### src/rtl/tx_toe_pkt_gen_if.sv
// Command and TOE-side signal bundle for tx_toe_pkt_gen.
// The generator connects through the slave modport and the driver through master.
interface tx_toe_pkt_gen_if #(
    parameter int unsigned N_CHAN = 2,
    parameter int unsigned CHAN_W = 3
);
    logic              cmd_valid;
    logic              cmd_ready;
    logic [CHAN_W-1:0] cmd_chan;
    logic [7:0]        cmd_type;
    logic [15:0]       cmd_row;
    logic [7:0]        cmd_pic;
    logic              tx;
    logic [7:0]        tx_data;
    logic [CHAN_W-1:0] tx_chan;
    logic [N_CHAN-1:0] tx_full;
    logic              flash_done;
    logic              busy;
    logic              drop_err;

    modport master (
        output cmd_valid, cmd_chan, cmd_type, cmd_row, cmd_pic, tx_full, flash_done,
        input  cmd_ready, tx, tx_data, tx_chan, busy, drop_err
    );

    modport slave (
        input  cmd_valid, cmd_chan, cmd_type, cmd_row, cmd_pic, tx_full, flash_done,
        output cmd_ready, tx, tx_data, tx_chan, busy, drop_err
    );
endinterface

### src/rtl/tx_toe_pkt_gen.sv
// Buffered N-channel TOE packet generator: each queued row command becomes a 9-byte packet
// carrying a per-channel sequence number and a ones'-complement checksum.
module tx_toe_pkt_gen #(
    parameter int unsigned N_CHAN     = 2,
    parameter int unsigned CHAN_W     = 3,
    parameter int unsigned FIFO_DEPTH = 4,
    parameter logic [15:0] MAGIC      = 16'hA55A
) (
    input logic             clk,
    input logic             rst_n,
    tx_toe_pkt_gen_if.slave bus
);
    localparam int unsigned AW = $clog2(FIFO_DEPTH);
    localparam int unsigned CW = AW + 1;
    localparam int unsigned EW = CHAN_W + 32;

    typedef enum logic [1:0] {StIdle, StLoad, StCsum, StSend} state_e;
    state_e state_q, state_d;

    logic [EW-1:0]     mem_q [FIFO_DEPTH];
    logic [AW-1:0]     wr_ptr_q, rd_ptr_q;
    logic [CW-1:0]     cnt_q, cnt_d;
    logic              cmd_ready_q;
    logic              push, pop;

    logic [EW-1:0]     head_q;
    logic [CHAN_W-1:0] head_chan;
    logic              head_ok;
    logic [7:0]        seq_q [N_CHAN];
    logic [7:0]        seq_sel;

    logic [7:0]        type_q, pic_q, seq_byte_q, tx_data_q, byte_nxt;
    logic [15:0]       row_q, cks_q, cks_d;
    logic [3:0]        idx_q;
    logic [CHAN_W-1:0] tx_chan_q;
    logic              chan_full, load, drop, adv;
    logic [17:0]       sum;
    logic [16:0]       fold1;
    logic [15:0]       fold2;

    // Entry layout: {chan, type, row, pic}
    assign head_chan = head_q[EW-1:32];
    assign head_ok   = 32'(head_chan) < N_CHAN;
    assign push      = bus.cmd_valid && cmd_ready_q;

    always_comb begin
        cnt_d = cnt_q;
        case ({push, pop})
            2'b10:   cnt_d = cnt_q + CW'(1);
            2'b01:   cnt_d = cnt_q - CW'(1);
            default: cnt_d = cnt_q;
        endcase
    end

    always_ff @(posedge clk or negedge rst_n) begin
        if (!rst_n) begin
            wr_ptr_q    <= '0;
            rd_ptr_q    <= '0;
            cnt_q       <= '0;
            cmd_ready_q <= 1'b1;
            head_q      <= '0;
        end else begin
            cnt_q       <= cnt_d;
            cmd_ready_q <= (cnt_d != CW'(FIFO_DEPTH));
            if (push) wr_ptr_q <= wr_ptr_q + AW'(1);
            if (pop) begin
                rd_ptr_q <= rd_ptr_q + AW'(1);
                head_q   <= mem_q[rd_ptr_q];
            end
        end
    end

    always_ff @(posedge clk) begin
        if (push) mem_q[wr_ptr_q] <= {bus.cmd_chan, bus.cmd_type, bus.cmd_row, bus.cmd_pic};
    end

    always_comb begin
        chan_full = 1'b0;
        seq_sel   = 8'h00;
        for (int i = 0; i < N_CHAN; i++) begin
            if (tx_chan_q == CHAN_W'(i)) chan_full = bus.tx_full[i];
            if (head_chan == CHAN_W'(i)) seq_sel = seq_q[i];
        end
    end

    always_comb begin
        state_d = state_q;
        pop     = 1'b0;
        load    = 1'b0;
        drop    = 1'b0;
        adv     = 1'b0;
        case (state_q)
            StIdle: begin
                if ((cnt_q != '0) && bus.flash_done) begin
                    pop     = 1'b1;
                    state_d = StLoad;
                end
            end
            StLoad: begin
                if (head_ok) begin
                    load    = 1'b1;
                    state_d = StCsum;
                end else begin
                    drop    = 1'b1;
                    state_d = StIdle;
                end
            end
            StCsum: state_d = StSend;
            StSend: begin
                adv = !chan_full;
                if (adv && (idx_q == 4'd8)) state_d = StIdle;
            end
            default: state_d = StIdle;
        endcase
    end

    // Byte that follows the one currently on tx_data
    always_comb begin
        byte_nxt = 8'h00;
        case (idx_q)
            4'd0:    byte_nxt = MAGIC[7:0];
            4'd1:    byte_nxt = type_q;
            4'd2:    byte_nxt = row_q[15:8];
            4'd3:    byte_nxt = row_q[7:0];
            4'd4:    byte_nxt = pic_q;
            4'd5:    byte_nxt = seq_byte_q;
            4'd6:    byte_nxt = cks_q[15:8];
            4'd7:    byte_nxt = cks_q[7:0];
            default: byte_nxt = 8'h00;
        endcase
    end

    always_comb begin
        sum   = {2'b00, MAGIC} + {2'b00, type_q, row_q[15:8]} + {2'b00, row_q[7:0], pic_q}
              + {2'b00, seq_byte_q, 8'h00};
        fold1 = {1'b0, sum[15:0]} + {15'd0, sum[17:16]};
        fold2 = fold1[15:0] + {15'd0, fold1[16]};
        cks_d = ~fold2;
    end

    always_ff @(posedge clk or negedge rst_n) begin
        if (!rst_n) begin
            state_q    <= StIdle;
            type_q     <= '0;
            row_q      <= '0;
            pic_q      <= '0;
            seq_byte_q <= '0;
            cks_q      <= '0;
            idx_q      <= '0;
            tx_chan_q  <= '0;
            tx_data_q  <= '0;
        end else begin
            state_q <= state_d;
            if (load) begin
                type_q     <= head_q[31:24];
                row_q      <= head_q[23:8];
                pic_q      <= head_q[7:0];
                seq_byte_q <= seq_sel;
                tx_chan_q  <= head_chan;
                tx_data_q  <= MAGIC[15:8];
            end
            if (state_q == StCsum) begin
                cks_q <= cks_d;
                idx_q <= '0;
            end
            if (adv && (idx_q != 4'd8)) begin
                idx_q     <= idx_q + 4'd1;
                tx_data_q <= byte_nxt;
            end
        end
    end

    always_ff @(posedge clk or negedge rst_n) begin
        if (!rst_n) begin
            for (int i = 0; i < N_CHAN; i++) seq_q[i] <= '0;
        end else if (load) begin
            for (int i = 0; i < N_CHAN; i++) begin
                if (head_chan == CHAN_W'(i)) seq_q[i] <= seq_q[i] + 8'd1;
            end
        end
    end

    assign bus.cmd_ready = cmd_ready_q;
    assign bus.tx        = adv;
    assign bus.tx_data   = tx_data_q;
    assign bus.tx_chan   = tx_chan_q;
    assign bus.busy      = (state_q != StIdle) || (cnt_q != '0);
    assign bus.drop_err  = drop;
endmodule

### src/flat_wrapper.sv
// flat-port wrapper written by rule: the top's interface ports become plain ports
module tx_toe_pkt_gen_flat 
#(
    parameter int unsigned N_CHAN     = 2,
    parameter int unsigned CHAN_W     = 3,
    parameter int unsigned FIFO_DEPTH = 4,
    parameter logic [15:0] MAGIC      = 16'hA55A
)
  (clk, rst_n, bus_cmd_valid, bus_cmd_chan, bus_cmd_type, bus_cmd_row, bus_cmd_pic, bus_tx_full, bus_flash_done, bus_cmd_ready, bus_tx, bus_tx_data, bus_tx_chan, bus_busy, bus_drop_err);
  tx_toe_pkt_gen_if #(.N_CHAN(N_CHAN), .CHAN_W(CHAN_W)) bus_i ();
  input logic clk;
  input logic rst_n;
  input wire logic [$bits(bus_i.cmd_valid)-1:0] bus_cmd_valid;
  input wire logic [$bits(bus_i.cmd_chan)-1:0] bus_cmd_chan;
  input wire logic [$bits(bus_i.cmd_type)-1:0] bus_cmd_type;
  input wire logic [$bits(bus_i.cmd_row)-1:0] bus_cmd_row;
  input wire logic [$bits(bus_i.cmd_pic)-1:0] bus_cmd_pic;
  input wire logic [$bits(bus_i.tx_full)-1:0] bus_tx_full;
  input wire logic [$bits(bus_i.flash_done)-1:0] bus_flash_done;
  output wire logic [$bits(bus_i.cmd_ready)-1:0] bus_cmd_ready;
  output wire logic [$bits(bus_i.tx)-1:0] bus_tx;
  output wire logic [$bits(bus_i.tx_data)-1:0] bus_tx_data;
  output wire logic [$bits(bus_i.tx_chan)-1:0] bus_tx_chan;
  output wire logic [$bits(bus_i.busy)-1:0] bus_busy;
  output wire logic [$bits(bus_i.drop_err)-1:0] bus_drop_err;
  assign bus_i.cmd_valid = bus_cmd_valid;
  assign bus_i.cmd_chan = bus_cmd_chan;
  assign bus_i.cmd_type = bus_cmd_type;
  assign bus_i.cmd_row = bus_cmd_row;
  assign bus_i.cmd_pic = bus_cmd_pic;
  assign bus_i.tx_full = bus_tx_full;
  assign bus_i.flash_done = bus_flash_done;
  assign bus_cmd_ready = bus_i.cmd_ready;
  assign bus_tx = bus_i.tx;
  assign bus_tx_data = bus_i.tx_data;
  assign bus_tx_chan = bus_i.tx_chan;
  assign bus_busy = bus_i.busy;
  assign bus_drop_err = bus_i.drop_err;
  tx_toe_pkt_gen #(.N_CHAN(N_CHAN), .CHAN_W(CHAN_W), .FIFO_DEPTH(FIFO_DEPTH), .MAGIC(MAGIC)) u_core (.clk(clk), .rst_n(rst_n), .bus(bus_i));
endmodule
### config.mk
export PLATFORM = sky130hd
export DESIGN_NAME = tx_toe_pkt_gen_flat
export DESIGN_NICKNAME = d
export VERILOG_FILES = /design/src/rtl/tx_toe_pkt_gen_if.sv /design/src/rtl/tx_toe_pkt_gen.sv /design/src/flat_wrapper.sv
export SDC_FILE = /design/constraint.sdc
export NUM_CORES = 1
export LEC_CHECK = 0
export BUFFER_PORTS_ARGS = -buffer_cell sky130_fd_sc_hd__buf_2
export CORE_MARGIN = 2
export CORE_UTILIZATION = 35
export CTS_BUF_LIST = sky130_fd_sc_hd__clkbuf_8 sky130_fd_sc_hd__clkbuf_16
export DETAILED_ROUTE_END_ITERATION = 12
export PLACE_DENSITY_LB_ADDON = 0.3
export RECOVER_POWER = 50
export SLEW_MARGIN = 0
export SYNTH_ARGS = -nofsm -noshare
export SYNTH_HDL_FRONTEND = slang
export SYNTH_SLANG_ARGS = --single-unit
### constraint.sdc
create_clock -name clk -period 7.1 [get_ports clk]
set_input_delay 0.355 -clock clk [delete_from_list [all_inputs] [get_ports clk]]
set_output_delay 0.355 -clock clk [all_outputs]
set_load 0.05 [all_outputs]
Word level (Yosys, flattened, before mapping):

Memories as Yosys holds them, arrays and structs flattened. A register that Yosys moved wholly into a read port is not among the register bits.
Index checks and enable logic that the tools add are counted.

* add/subtract/negate cells: 12
* multipliers: 0
* div/mod/pow operators: 0
* order comparisons: 1
* equality and inequality tests: 19
* shifts and indexed selects: 0
* muxes and demuxes: 23
* bitwise logic cells: 1
* reduce and logical (&&, ||, !) cells: 18

Operators with widths (count)
* 8-bit one-hot mux with 8 select lines: 1
* 18-bit by 16-bit adder with 18-bit output: 2
* 8-bit 2-to-1 mux: 4
* 16-bit by 16-bit adder with 17-bit output (first input constant): 1
* 16-bit by 2-bit adder with 17-bit output: 1
* 16-bit by 1-bit adder with 16-bit output: 1
* 8-bit by 1-bit adder with 8-bit output (second input constant): 2
* 4-bit by 3-bit equality test with 1-bit output (second input constant): 4
* 16-bit inverter: 1
* 1-bit 2-to-1 mux: 11
* 4-bit by 2-bit equality test with 1-bit output (second input constant): 2
* 4-bit 2-to-1 mux: 2
* 2-bit one-hot mux with 4 select lines: 1
* 2-bit equality test (second input constant): 3
* 3-bit by 1-bit equality test with 1-bit output (second input constant): 2
* 3-bit zero test: 2
* 2-bit 2-to-1 mux: 3
* 3-bit one-hot mux with 2 select lines: 1
* 2-bit AND reduction: 3
* 2-bit nonzero test: 3
* 2-bit by 1-bit adder with 2-bit output (second input constant): 2
* 4-bit by 1-bit adder with 4-bit output (second input constant): 1
* 2-bit by 1-bit equality test with 1-bit output (second input constant): 2
* 4-bit by 1-bit equality test with 1-bit output (second input constant): 1
* other kinds (13): 18

* register bits after elaboration: 97
* bits in latches: 0
* RAM bits: 140
* bits in read-only memories: 0
* output and inout bits: 15
* memories kept: 1

Memory list
* u_core.mem_q: depth 4, bits a word 35, read ports 1, clocked after Yosys merged registers in 1, wr ports 1, line tx_toe_pkt_gen.sv:20 `logic [EW-1:0] mem_q [FIFO_DEPTH];`

Longest topological paths before layout:

Gate-level depths: netlist of the first run.

* depth in word-level cells: 7
* depth in mapped cells: 34
* gate-level depth less buffers: 33

Worst setup path before layout of the first run:

Ideal clock, no wire load.

* kind: reg-to-reg
* start point: reg u_core.row_q[9]
* end point: reg u_core.cks_q[15]
* library setup time: 69 ps
* arrival: 6781 ps
* data required time: 7031 ps
* setup slack: 251 ps
* stages on the path, launching flop included: 34
* path through: dfrtp_1 > ha_1 > o31a_1 > o21a_1 > o21a_1 > or2_2 > fa_1 > inv_1 > ha_1 > a21oi_1 > o21bai_1 > a21oi_1 > and2_1 > clkbuf_1 > o21bai_1 > a21oi_1 > o21bai_1 > a21oi_1 > xnor2_1 > ha_1 > fa_1 > and3b_1 > o311ai_0 > nor3_1 > nand2_1 > a311oi_1 > ha_1 > nand2_1 > or3_1 > nor3_1 > nand3_1 > a211o_1 > or4_1 > nand3_1

* cells in the longest elaborated chain, start to end: 6

RTL lines
* from (decl): line tx_toe_pkt_gen.sv:33 `logic [15:0] row_q, cks_q, cks_d;`
* from (signal assigned): line tx_toe_pkt_gen.sv:156 `row_q <= head_q[23:8];`
* 16-bit by 16-bit adder with 17-bit output: line tx_toe_pkt_gen.sv:134 `sum = {2'b00, MAGIC} + {2'b00, type_q, row_q[15:8]} + {2'b00, row_q[7:0], pic_q}`
* 18-bit by 16-bit adder with 18-bit output: line tx_toe_pkt_gen.sv:134
* 18-bit by 16-bit adder with 18-bit output: line tx_toe_pkt_gen.sv:135 `+ {2'b00, seq_byte_q, 8'h00};`
* 16-bit by 2-bit adder with 17-bit output: line tx_toe_pkt_gen.sv:136 `fold1 = {1'b0, sum[15:0]} + {15'd0, sum[17:16]};`
* 16-bit by 1-bit adder with 16-bit output: line tx_toe_pkt_gen.sv:137 `fold2 = fold1[15:0] + {15'd0, fold1[16]};`
* 16-bit inverter: line tx_toe_pkt_gen.sv:138 `cks_d = ~fold2;`
* to (signal assigned): line tx_toe_pkt_gen.sv:163 `cks_q <= cks_d;`
* to (decl): line tx_toe_pkt_gen.sv:33

No other way between the ends.
A chain may end at the register's enable or synchronous reset.

Worst setup path in the final report of the first run:

* start point: reg u_core.row_q[10]
* end point: reg u_core.cks_q[15]

Same word-level chain as after synthesis.

==> impl_metrics.json, run 1 <==
{
  "initialDrtViolationCount": 487,
  "syn_avg_cell_area_um2": 12.8,
  "drv_slew": 194,
  "r2r_start": "u_core.row_q[10]$_DFFE_PN0P_",
  "drc_errors": 0,
  "track_usage_pct": 15.1,
  "dieArea_mm2": 0.0385,
  "syn_inst": 1011,
  "gp_congestion": 0.899,
  "hold_start": "bus_cmd_pic[2]",
  "ir_drop_mv": 0.242,
  "highest_layer": "met4",
  "ios": 56,
  "synth_top_flop_cell": "edfxtp_1",
  "violations": "max-capacitance violations, max-slew violations",
  "slew_headroom_pct": -154,
  "first_global_vias": 8342,
  "cts_made_buffers": 30,
  "fin_worst_skew_ns": 0.0366,
  "total_leakage_power_uw": 0.00611,
  "rsz0062_at_grt": "true",
  "switching_share_pct": 39.0,
  "start_kind": "flip-flop",
  "grt_max_degree": 68,
  "antenna_cells": 0,
  "final_cell_mix": "nand2_1, edfxtp_1, dfrtp_1",
  "die_y_um": 196,
  "synth_area_mm2": 0.0129,
  "ys_warn_count": 0,
  "hold_slack_ns": 0.0767,
  "final_common_cell": "nand2_1",
  "synth-edff-count": 140,
  "tns_ns": 0,
  "r2r_cells": 31,
  "dr_wl_met2_um": 13300,
  "share_comb_of_total_power_pct": 42.7,
  "drt_wl_total_um": 28900,
  "clk_latency_ns": 0.58,
  "tightestPinTransition_ns": 3.81,
  "synthTopCellsByArea": "edfxtp_1, dfrtp_1, mux4_2",
  "wl_met3_um": 1510,
  "crit_path_end_kind": "flip-flop",
  "gr-total-overflow": 0,
  "critPathRequiredTime_ns": 7.58,
  "grt_pass1_wl_um": 46000,
  "max_stage_delay_ns": 0.51,
  "seqPwrFrac_pct": 34.6,
  "worstPathMaxFanout": 4,
  "hold_viol": 0,
  "r2r_slack_ns": 0.26,
  "via_count": 8324,
  "synth_top_area_share_pct": 32.5,
  "row_count": 70,
  "drv_cap": 4,
  "fmax_mhz": 146,
  "finalCritPeriodShare_pct": 96.3,
  "finalSetupViolCount": 0,
  "status": "finished with violations",
  "p_sw_uw": 2630,
  "worst_r2r_endpoint": "u_core.cks_q[15]$_DFFE_PN0P_",
  "seq_area_frac_synth_pct": 58.0,
  "synth_top_cell_by_area": "edfxtp_1",
  "synth_nets": 1103,
  "cp.arrival_ns": 7.32,
  "synthArstFlopShare_pct": 48.5,
  "portBuffers": 55,
  "hpwl_um": 19900,
  "drt-met1-wl_um": 13200,
  "initial_core_util_pct": 35.5,
  "synth-seq-cells": 272,
  "cts_tree": "yes",
  "area_delta_synth_final_pct": 18.2,
  "root_buffer": "clkbuf_16",
  "path_clk_slew_ns": 0.06,
  "chipWidth_um": 196,
  "critPathCapture": "u_core.cks_q[15]$_DFFE_PN0P_",
  "ys_types": 80,
  "wl_per_cell_um": 17.9,
  "power.internal_uw": 4120,
  "htree_num_levels": 1,
  "pwr_density_cell_mw_per_mm2": 441,
  "hold_path.class": "primary input to flip-flop",
  "first_pass_iters": 6,
  "min_period_ns": 6.84,
  "drive_gt1_share_pct": 18.0,
  "via_per_inst": 5.17,
  "final_antenna_net_count": 0,
  "slowest_stage": "fa_1",
  "fin_nets": 1211,
  "clkPwrFrac_pct": 22.8,
  "worstSetupPathType": "flip-flop to flip-flop",
  "clk_path_buf_depth": 3,
  "coreArea_mm2": 0.0365,
  "cts_sinks": 272,
  "antenna_found_initial": 0,
  "crit_path_start": "u_core.row_q[10]$_DFFE_PN0P_"
}
cells by family (layout without fill, tap and decap cells):
| group | count (synthesis) | after routing | synth area share, % |
|---|---|---|---|
| AND/OR/NAND/NOR | 288 | 288 | 10.5 |
| AO/OA/AOI/OAI | 175 | 175 | 9.49 |
| flip-flops | 272 | 272 | 58.0 |
| adder cells (fa/ha/maj) | 51 | 51 | 5.57 |
| multiplexers | 77 | 77 | 9.70 |
| buffers and inverters | 89 | 221 | 2.60 |
| XOR/XNOR | 59 | 59 | 4.17 |
Yosys cell counts (5+ instances only):
cell type,instances
xnor2_1,30
inv_1,50
nand2_1,146
edfxtp_1,140
o31ai_1,8
mux4_2,35
nand3_1,20
a221oi_1,11
a21oi_1,31
nor4_1,5
o211ai_1,5
a222oi_1,7
xor2_1,26
a31oi_1,5
nor3_1,16
buf_1,5
o21a_1,5
clkbuf_1,32
ha_1,40
o21bai_1,6
nand2b_1,8
a22oi_1,8
dfrtp_1,131
fa_1,11
and2_1,5
nor2b_1,5
nor2_1,41
o21ai_0,47
mux2_2,38
and3_1,9
critical path: cells and delay by family (launching register included):
kind	cells	cell delay [ns]
AND/OR/NAND/NOR	13	2.58
AO/OA/AOI/OAI	10	1.91
adder cells (fa/ha/maj)	6	1.62
flip-flops	1	0.44
buffers and inverters	1	0.04
XOR/XNOR	1	0.17
area by class of cell:
cell class	count	area, um2
fill	3391	21200
sequential	272	7510
multi-input combinational	650	5260
clock buffer	36	833
timing repair buffer	115	744
tap	468	586
inverter	50	188
clock inverter	20	181
power groups by stage:
stage,logic [uW],registers (uW),clock network (uW)
floorplan,2010,2310,0
global placement,2730,2350,0
detailed placement,2770,2360,0
CTS,2800,2330,1580
global route,3180,2380,1640
finish,2880,2330,1540
worst min-delay path by stage:
stage,endpoint,slack [ns],cells past startpoint
floorplan,async pin,0.06,0
global placement,u_core.row_q[6]$_DFFE_PN0P_,0.41,1
detailed placement,u_core.row_q[6]$_DFFE_PN0P_,0.41,1
CTS,u_core.mem_q[0][2]$_DFFE_PP_,0.02,1
global route,u_core.mem_q[0][2]$_DFFE_PP_,0.1,1
finish,u_core.mem_q[2][2]$_DFFE_PP_,0.08,1
per-stage QoR:
stage	setup WS [ns]	utilization, %	instance area (um2)	std cells	power (uW)
2_1_floorplan	0.251	-	12900	1011	4330
3_3_place_gp	0.258	37.8	13800	1510	5080
3_5_place_dp	0.109	37.8	13800	1510	5120
4_1_cts	0.00894	41.5	15200	1601	6700
5_1_grt	-0.126	41.9	15300	1611	7200
6_report	0.265	41.9	15300	1611	6750
state kept, by name (all words and copies together) (netlist names), named ones only:
register / flops
u_core.mem_q: 140
u_core.head_q: 35
u_core.cks_q: 16
u_core.row_q: 16
u_core.seq_q: 16
u_core.bus.tx_data: 8
u_core.pic_q: 8
u_core.seq_byte_q: 8
u_core.type_q: 8
u_core.idx_q: 4
u_core.bus.tx_chan: 3
u_core.cnt_q: 3
u_core.rd_ptr_q: 2
u_core.wr_ptr_q: 2
u_core.bus.cmd_ready: 1
u_core.state_q: 1
repair_timing:
item / in CTS / in global routing
buffers inserted: 0 / 10
resized for setup: 0 / 37
setup endpoints to repair: 0 / 10
hold endpoints to repair: 200 / 0
hold buffers: 35 / 0
routing by layer:
layer | vias to the layer above | track usage (%)
met4 | 0 | 4.97
li1 | 3940 | -
met3 | 58 | 2.41
met5 | - | 0
met2 | 184 | 23.7
met1 | 4142 | 21.5
Power figures use the tool's default switching activity.
==> run 2, diff against run 1 <==
--- a/config.mk
+++ b/config.mk
@@ -5,6 +5,7 @@
 export SDC_FILE = /design/constraint.sdc
 export NUM_CORES = 1
 export LEC_CHECK = 0
+export ABC_AREA = 1
 export BUFFER_PORTS_ARGS = -buffer_cell sky130_fd_sc_hd__buf_2
 export CORE_MARGIN = 2
 export CORE_UTILIZATION = 35
==> impl_metrics.json, run 2 <==
{
  "worstPathMaxFanout": 5,
  "synthArstFlopShare_pct": 48.5,
  "cts_made_buffers": 30,
  "hold_end": "u_core.mem_q[3][5]$_DFFE_PP_",
  "wl_per_cell_um": 15.3,
  "die_y_um": 199,
  "largest_reg_flops": 140,
  "slowest_stage": "fa_1",
  "first_global_vias": 9069,
  "path_clk_slew_ns": 0.06,
  "first_pass_iters": 5,
  "synth-edff-count": 140,
  "r2r_slack_ns": 0.90,
  "dieArea_mm2": 0.0395,
  "drv_slew": 205,
  "synth_top_cell_by_area": "edfxtp_1",
  "cts_sinks": 272,
  "synth_area_mm2": 0.0133,
  "clk_path_buf_depth": 3,
  "worstSetupPathType": "flip-flop to flip-flop",
  "hold_start": "bus_cmd_pic[5]",
  "r2r_cells": 43,
  "syn_avg_cell_area_um2": 9.49,
  "critPathRequiredTime_ns": 7.51,
  "hpwl_um": 21300,
  "tightestPinTransition_ns": 3.66,
  "seq_area_frac_synth_pct": 56.6,
  "drive_gt1_share_pct": 7.97,
  "row_count": 71,
  "htree_num_levels": 1,
  "finalSetupViolCount": 0,
  "dp.cells": 1929,
  "root_buffer": "clkbuf_16",
  "multi_input_area_mm2": 0.00486,
  "r2r_start": "u_core.row_q[9]$_DFFE_PN0P_",
  "track_usage_pct": 15.8,
  "finalCritPeriodShare_pct": 87.4,
  "synth-seq-cells": 272,
  "hold_path.class": "primary input to flip-flop",
  "cp.arrival_ns": 6.62,
  "synth_top_flop_cell": "edfxtp_1",
  "synth_top_area_share_pct": 31.7,
  "highest_layer": "met4",
  "fin_nets": 1561,
  "min_path_cells": 1,
  "fin_worst_skew_ns": 0.0146,
  "regMostFlops": "u_core.mem_q",
  "grt_max_degree": 73,
  "syn_inst": 1397,
  "gr-total-overflow": 0,
  "worst_r2r_endpoint": "u_core.cks_q[12]$_DFFE_PN0P_",
  "antenna_cells": 0,
  "min_period_ns": 6.20,
  "ys_types": 44,
  "final_common_cell": "nand2_1",
  "final_cell_mix": "nand2_1, inv_1, nor2_1",
  "area_delta_synth_final_pct": 15.6,
  "max_stage_delay_ns": 0.48,
  "via_count": 9531,
  "initial_core_util_pct": 35.4,
  "seq_area_mm2": 0.00751,
  "final_cells": 2004,
  "fmax_mhz": 161,
  "hold_viol": 0,
  "crit_top_cell": "nand2_1",
  "drv_cap": 4,
  "drt_wl_total_um": 30600,
  "ys_warn_count": 0,
  "chipWidth_um": 199,
  "coreArea_mm2": 0.0375,
  "synth_nets": 1489,
  "yosysMostFrequentCell": "nand2_1",
  "cts_tree": "yes",
  "synthTopCellsByArea": "edfxtp_1, dfrtp_1, nand2_1",
  "grt_pass1_wl_um": 49100,
  "clk_latency_ns": 0.56,
  "drc_errors": 0,
  "slew_headroom_pct": -144,
  "postCtsSetupBuffers": 0,
  "start_kind": "flip-flop",
  "hold_slack_ns": 0.0737,
  "reg_top3": "u_core.mem_q x140, u_core.head_q x35",
  "synth_commonest_cells": "nand2_1, inv_1, nor2_1, edfxtp_1, o21ai_0",
  "crit_path_end_kind": "flip-flop",
  "tns_ns": 0,
  "via_per_inst": 4.76,
  "rsz0062_at_grt": "false",
  "antenna_found_initial": 0,
  "dr_wl_met2_um": 14100,
  "violations": "max-capacitance violations, max-slew violations",
  "drt-met1-wl_um": 14400,
  "fillCellCount": 3755,
  "final_antenna_net_count": 0,
  "portBuffers": 55,
  "gp_congestion": 0.921,
  "ios": 56,
  "initialDrtViolationCount": 573,
  "status": "finished with violations",
  "wl_met3_um": 1180
}
[run 2: through the flow]
| stage | instance area (um2) | utilization [%] | worst slack (ns) |
|---|---|---|---|
| 2_1_floorplan | 13300 | - | 1.54 |
| 3_3_place_gp | 14100 | 37.7 | 1.04 |
| 3_5_place_dp | 14100 | 37.7 | 0.888 |
| 4_1_cts | 15400 | 41.1 | 0.878 |
| 5_1_grt | 15300 | 40.9 | 0.119 |
| 6_report | 15300 | 40.9 | 0.896 |
[run 2: per-layer routing]
metal | global-route usage (%) | up-vias
met2 | 25.3 | 171
met5 | 0 | -
met3 | 2.31 | 56
li1 | - | 4803
met1 | 22.0 | 4501
met4 | 5.44 | 0
[run 2: layout make-up]
| type | instances | area share, % |
|---|---|---|
| sequential | 272 | 49.0 |
| multi-input combinational | 883 | 31.8 |
| clock buffer | 38 | 5.84 |
| inverter | 198 | 4.86 |
| tap | 511 | 4.17 |
| timing repair buffer | 84 | 3.06 |
| clock inverter | 18 | 1.29 |
[run 2: logic make-up (layout without fill, tap and decap cells)]
group,Yosys count,after routing,share of synthesized area [%]
DFF,272,272,56.6
adders and majority gates,51,51,5.44
and+or+nand+nor,555,555,18.0
AOI/OAI and AO/OA,243,243,10.8
xor gates and xnor gates,34,34,2.25
buffers and inverters,242,338,6.88
[run 2: worst max-delay path by stage]
stage,start,to,depth (start not counted)
6_report,u_core.row_q[9]$_DFFE_PN0P_,u_core.cks_q[12]$_DFFE_PN0P_,43
5_1_grt,u_core.row_q[9]$_DFFE_PN0P_,u_core.cks_q[12]$_DFFE_PN0P_,44
4_1_cts,u_core.row_q[9]$_DFFE_PN0P_,u_core.cks_q[12]$_DFFE_PN0P_,44
3_5_place_dp,u_core.row_q[9]$_DFFE_PN0P_,u_core.cks_q[12]$_DFFE_PN0P_,43
3_3_place_gp,u_core.row_q[9]$_DFFE_PN0P_,u_core.cks_q[15]$_DFFE_PN0P_,43
2_1_floorplan,u_core.row_q[9]$_DFFE_PN0P_,u_core.cks_q[15]$_DFFE_PN0P_,43
[run 2: critical path: cells and delay by family (launching register included)]
kind / cells / cell delay [ns]
AOI/OAI and AO/OA: 4 / 0.62
DFF: 1 / 0.42
buffers and inverters: 5 / 0.34
xor gates and xnor gates: 2 / 0.35
and+or+nand+nor: 26 / 2.66
adders and majority gates: 6 / 1.67
[run 2: what timing repair did]
action                                 CTS  global route
gates resized for setup                  0             0
endpoints found under the hold margin  131             0
hold buffers                            19             0
Power of run 2 is left out: the tool's default activity adds up to more than one toggle a clock period on the data nets, which glitch-free logic cannot reach.
==> run 3, diff against run 2 <==
--- a/config.mk
+++ b/config.mk
@@ -11,7 +11,6 @@
 export CORE_UTILIZATION = 35
 export CTS_BUF_LIST = sky130_fd_sc_hd__clkbuf_8 sky130_fd_sc_hd__clkbuf_16
 export DETAILED_ROUTE_END_ITERATION = 12
-export PLACE_DENSITY_LB_ADDON = 0.3
 export RECOVER_POWER = 50
 export SLEW_MARGIN = 0
 export SYNTH_ARGS = -nofsm -noshare
==> impl_metrics.json, run 3 (synthesis gave the netlist of run 2 again) <==
{
  "hold_viol": 0,
  "dieArea_mm2": 0.0395,
  "final_antenna_net_count": 0,
  "die_y_um": 199,
  "via_count": 9559,
  "drive_gt1_share_pct": 7.28,
  "antenna_found_initial": 0,
  "final_common_cell": "nand2_1",
  "cts_made_buffers": 29,
  "cts_tree": "yes",
  "area_delta_synth_final_pct": 13.8,
  "slew_headroom_pct": -155,
  "cp.arrival_ns": 6.63,
  "initial_core_util_pct": 35.4,
  "finalCritPeriodShare_pct": 87.4,
  "status": "finished with violations",
  "postCtsSetupBuffers": 0,
  "root_buffer": "clkbuf_16",
  "worstPathMaxFanout": 4,
  "row_count": 71,
  "first_pass_iters": 5,
  "finalSetupViolCount": 0,
  "hpwl_um": 21200,
  "gr-total-overflow": 0,
  "tightestPinTransition_ns": 3.83,
  "tns_ns": 0,
  "rsz0062_at_grt": "false",
  "initialDrtViolationCount": 629,
  "antenna_cells": 0,
  "clk_path_buf_depth": 3,
  "slowest_stage": "fa_1",
  "drc_errors": 0,
  "hold_path.class": "primary input to flip-flop",
  "largest_reg_flops": 140,
  "path_clk_slew_ns": 0.07,
  "chipWidth_um": 199,
  "cts_sinks": 272,
  "htree_num_levels": 1,
  "grt_pass1_wl_um": 48900,
  "path_delay_family": "simple AND/OR/NAND/NOR gates",
  "min_period_ns": 6.20,
  "first_global_vias": 9292,
  "reg_top3": "u_core.mem_q x140, u_core.head_q x35",
  "fin_nets": 1554,
  "via_per_inst": 4.79,
  "final_cell_mix": "nand2_1, inv_1, nor2_1",
  "wl_per_cell_um": 15.2,
  "max_stage_delay_ns": 0.50,
  "worst-path-buf-inv": 5,
  "clk_latency_ns": 0.56,
  "crit_path_end_kind": "flip-flop",
  "start_kind": "flip-flop",
  "crit_top_cell": "nand2_1",
  "regMostFlops": "u_core.mem_q",
  "track_usage_pct": 15.6,
  "portBuffers": 55,
  "coreArea_mm2": 0.0375,
  "ios": 56,
  "fin_worst_skew_ns": 0.0356,
  "worstSetupPathType": "flip-flop to flip-flop",
  "violations": "max-capacitance violations, max-slew violations",
  "fmax_mhz": 161,
  "drv_cap": 5,
  "gp_congestion": 0.932,
  "critPathRequiredTime_ns": 7.53,
  "drv_slew": 273,
  "grt_max_degree": 73,
  "drt_wl_total_um": 30300
}
run 3: path summary, 6_finish.rpt:
check,end,from,slack [ns],cells after the start
max in group asynchronous,u_core.head_q[22]$_DFFE_PN0P_,rst_n,2.33,3
setup / recovery,u_core.cks_q[12]$_DFFE_PN0P_,u_core.row_q[9]$_DFFE_PN0P_,0.90,43
hold / removal,u_core.mem_q[0][19]$_DFFE_PP_,bus_cmd_row[11],0.07,1
min in group asynchronous,u_core.cks_q[13]$_DFFE_PN0P_,rst_n,1.70,2
setup reg to reg,u_core.cks_q[12]$_DFFE_PN0P_,u_core.row_q[9]$_DFFE_PN0P_,0.90,43
hold reg to reg,u_core.seq_q[7]$_DFFE_PN0P_,u_core.seq_q[7]$_DFFE_PN0P_,0.48,1
run 3: layer usage:
layer  GRT usage, %  share of wire (%)  vias to the layer above
li1               -                  -                     4791
met1           21.4                 47                     4490
met2           25.2                 45                      226
met3           2.49                4.7                       52
met4           5.25                2.9                        0
met5              0                  0                        -
run 3: layout make-up:
type / count / area, um2
multi-input combinational: 883 / 4860
fill: 3836 / 22400
timing repair buffer: 78 / 407
clock inverter: 24 / 194
clock buffer: 29 / 726
tap: 511 / 639
inverter: 198 / 744
sequential: 272 / 7510
run 3: per-stage QoR:
step	instance area, um2	std cells	hold WS, ns	util, %	worst slack, ns
2_1_floorplan	13300	1397	0.0594	-	1.54
3_3_place_gp	14100	1929	0.414	37.7	1.03
3_5_place_dp	14100	1929	0.412	37.7	0.923
4_1_cts	15200	1994	0.00410	40.4	0.933
5_1_grt	15100	1995	0.0622	40.2	0.184
6_report	15100	1995	0.0734	40.2	0.895
run 3: what timing repair did:
item                      in CTS  in global routing
resized for setup              0                  0
hold buffers                  12                  1
hold endpoints to repair     109                  2
Power of run 3 is left out for the same reason.
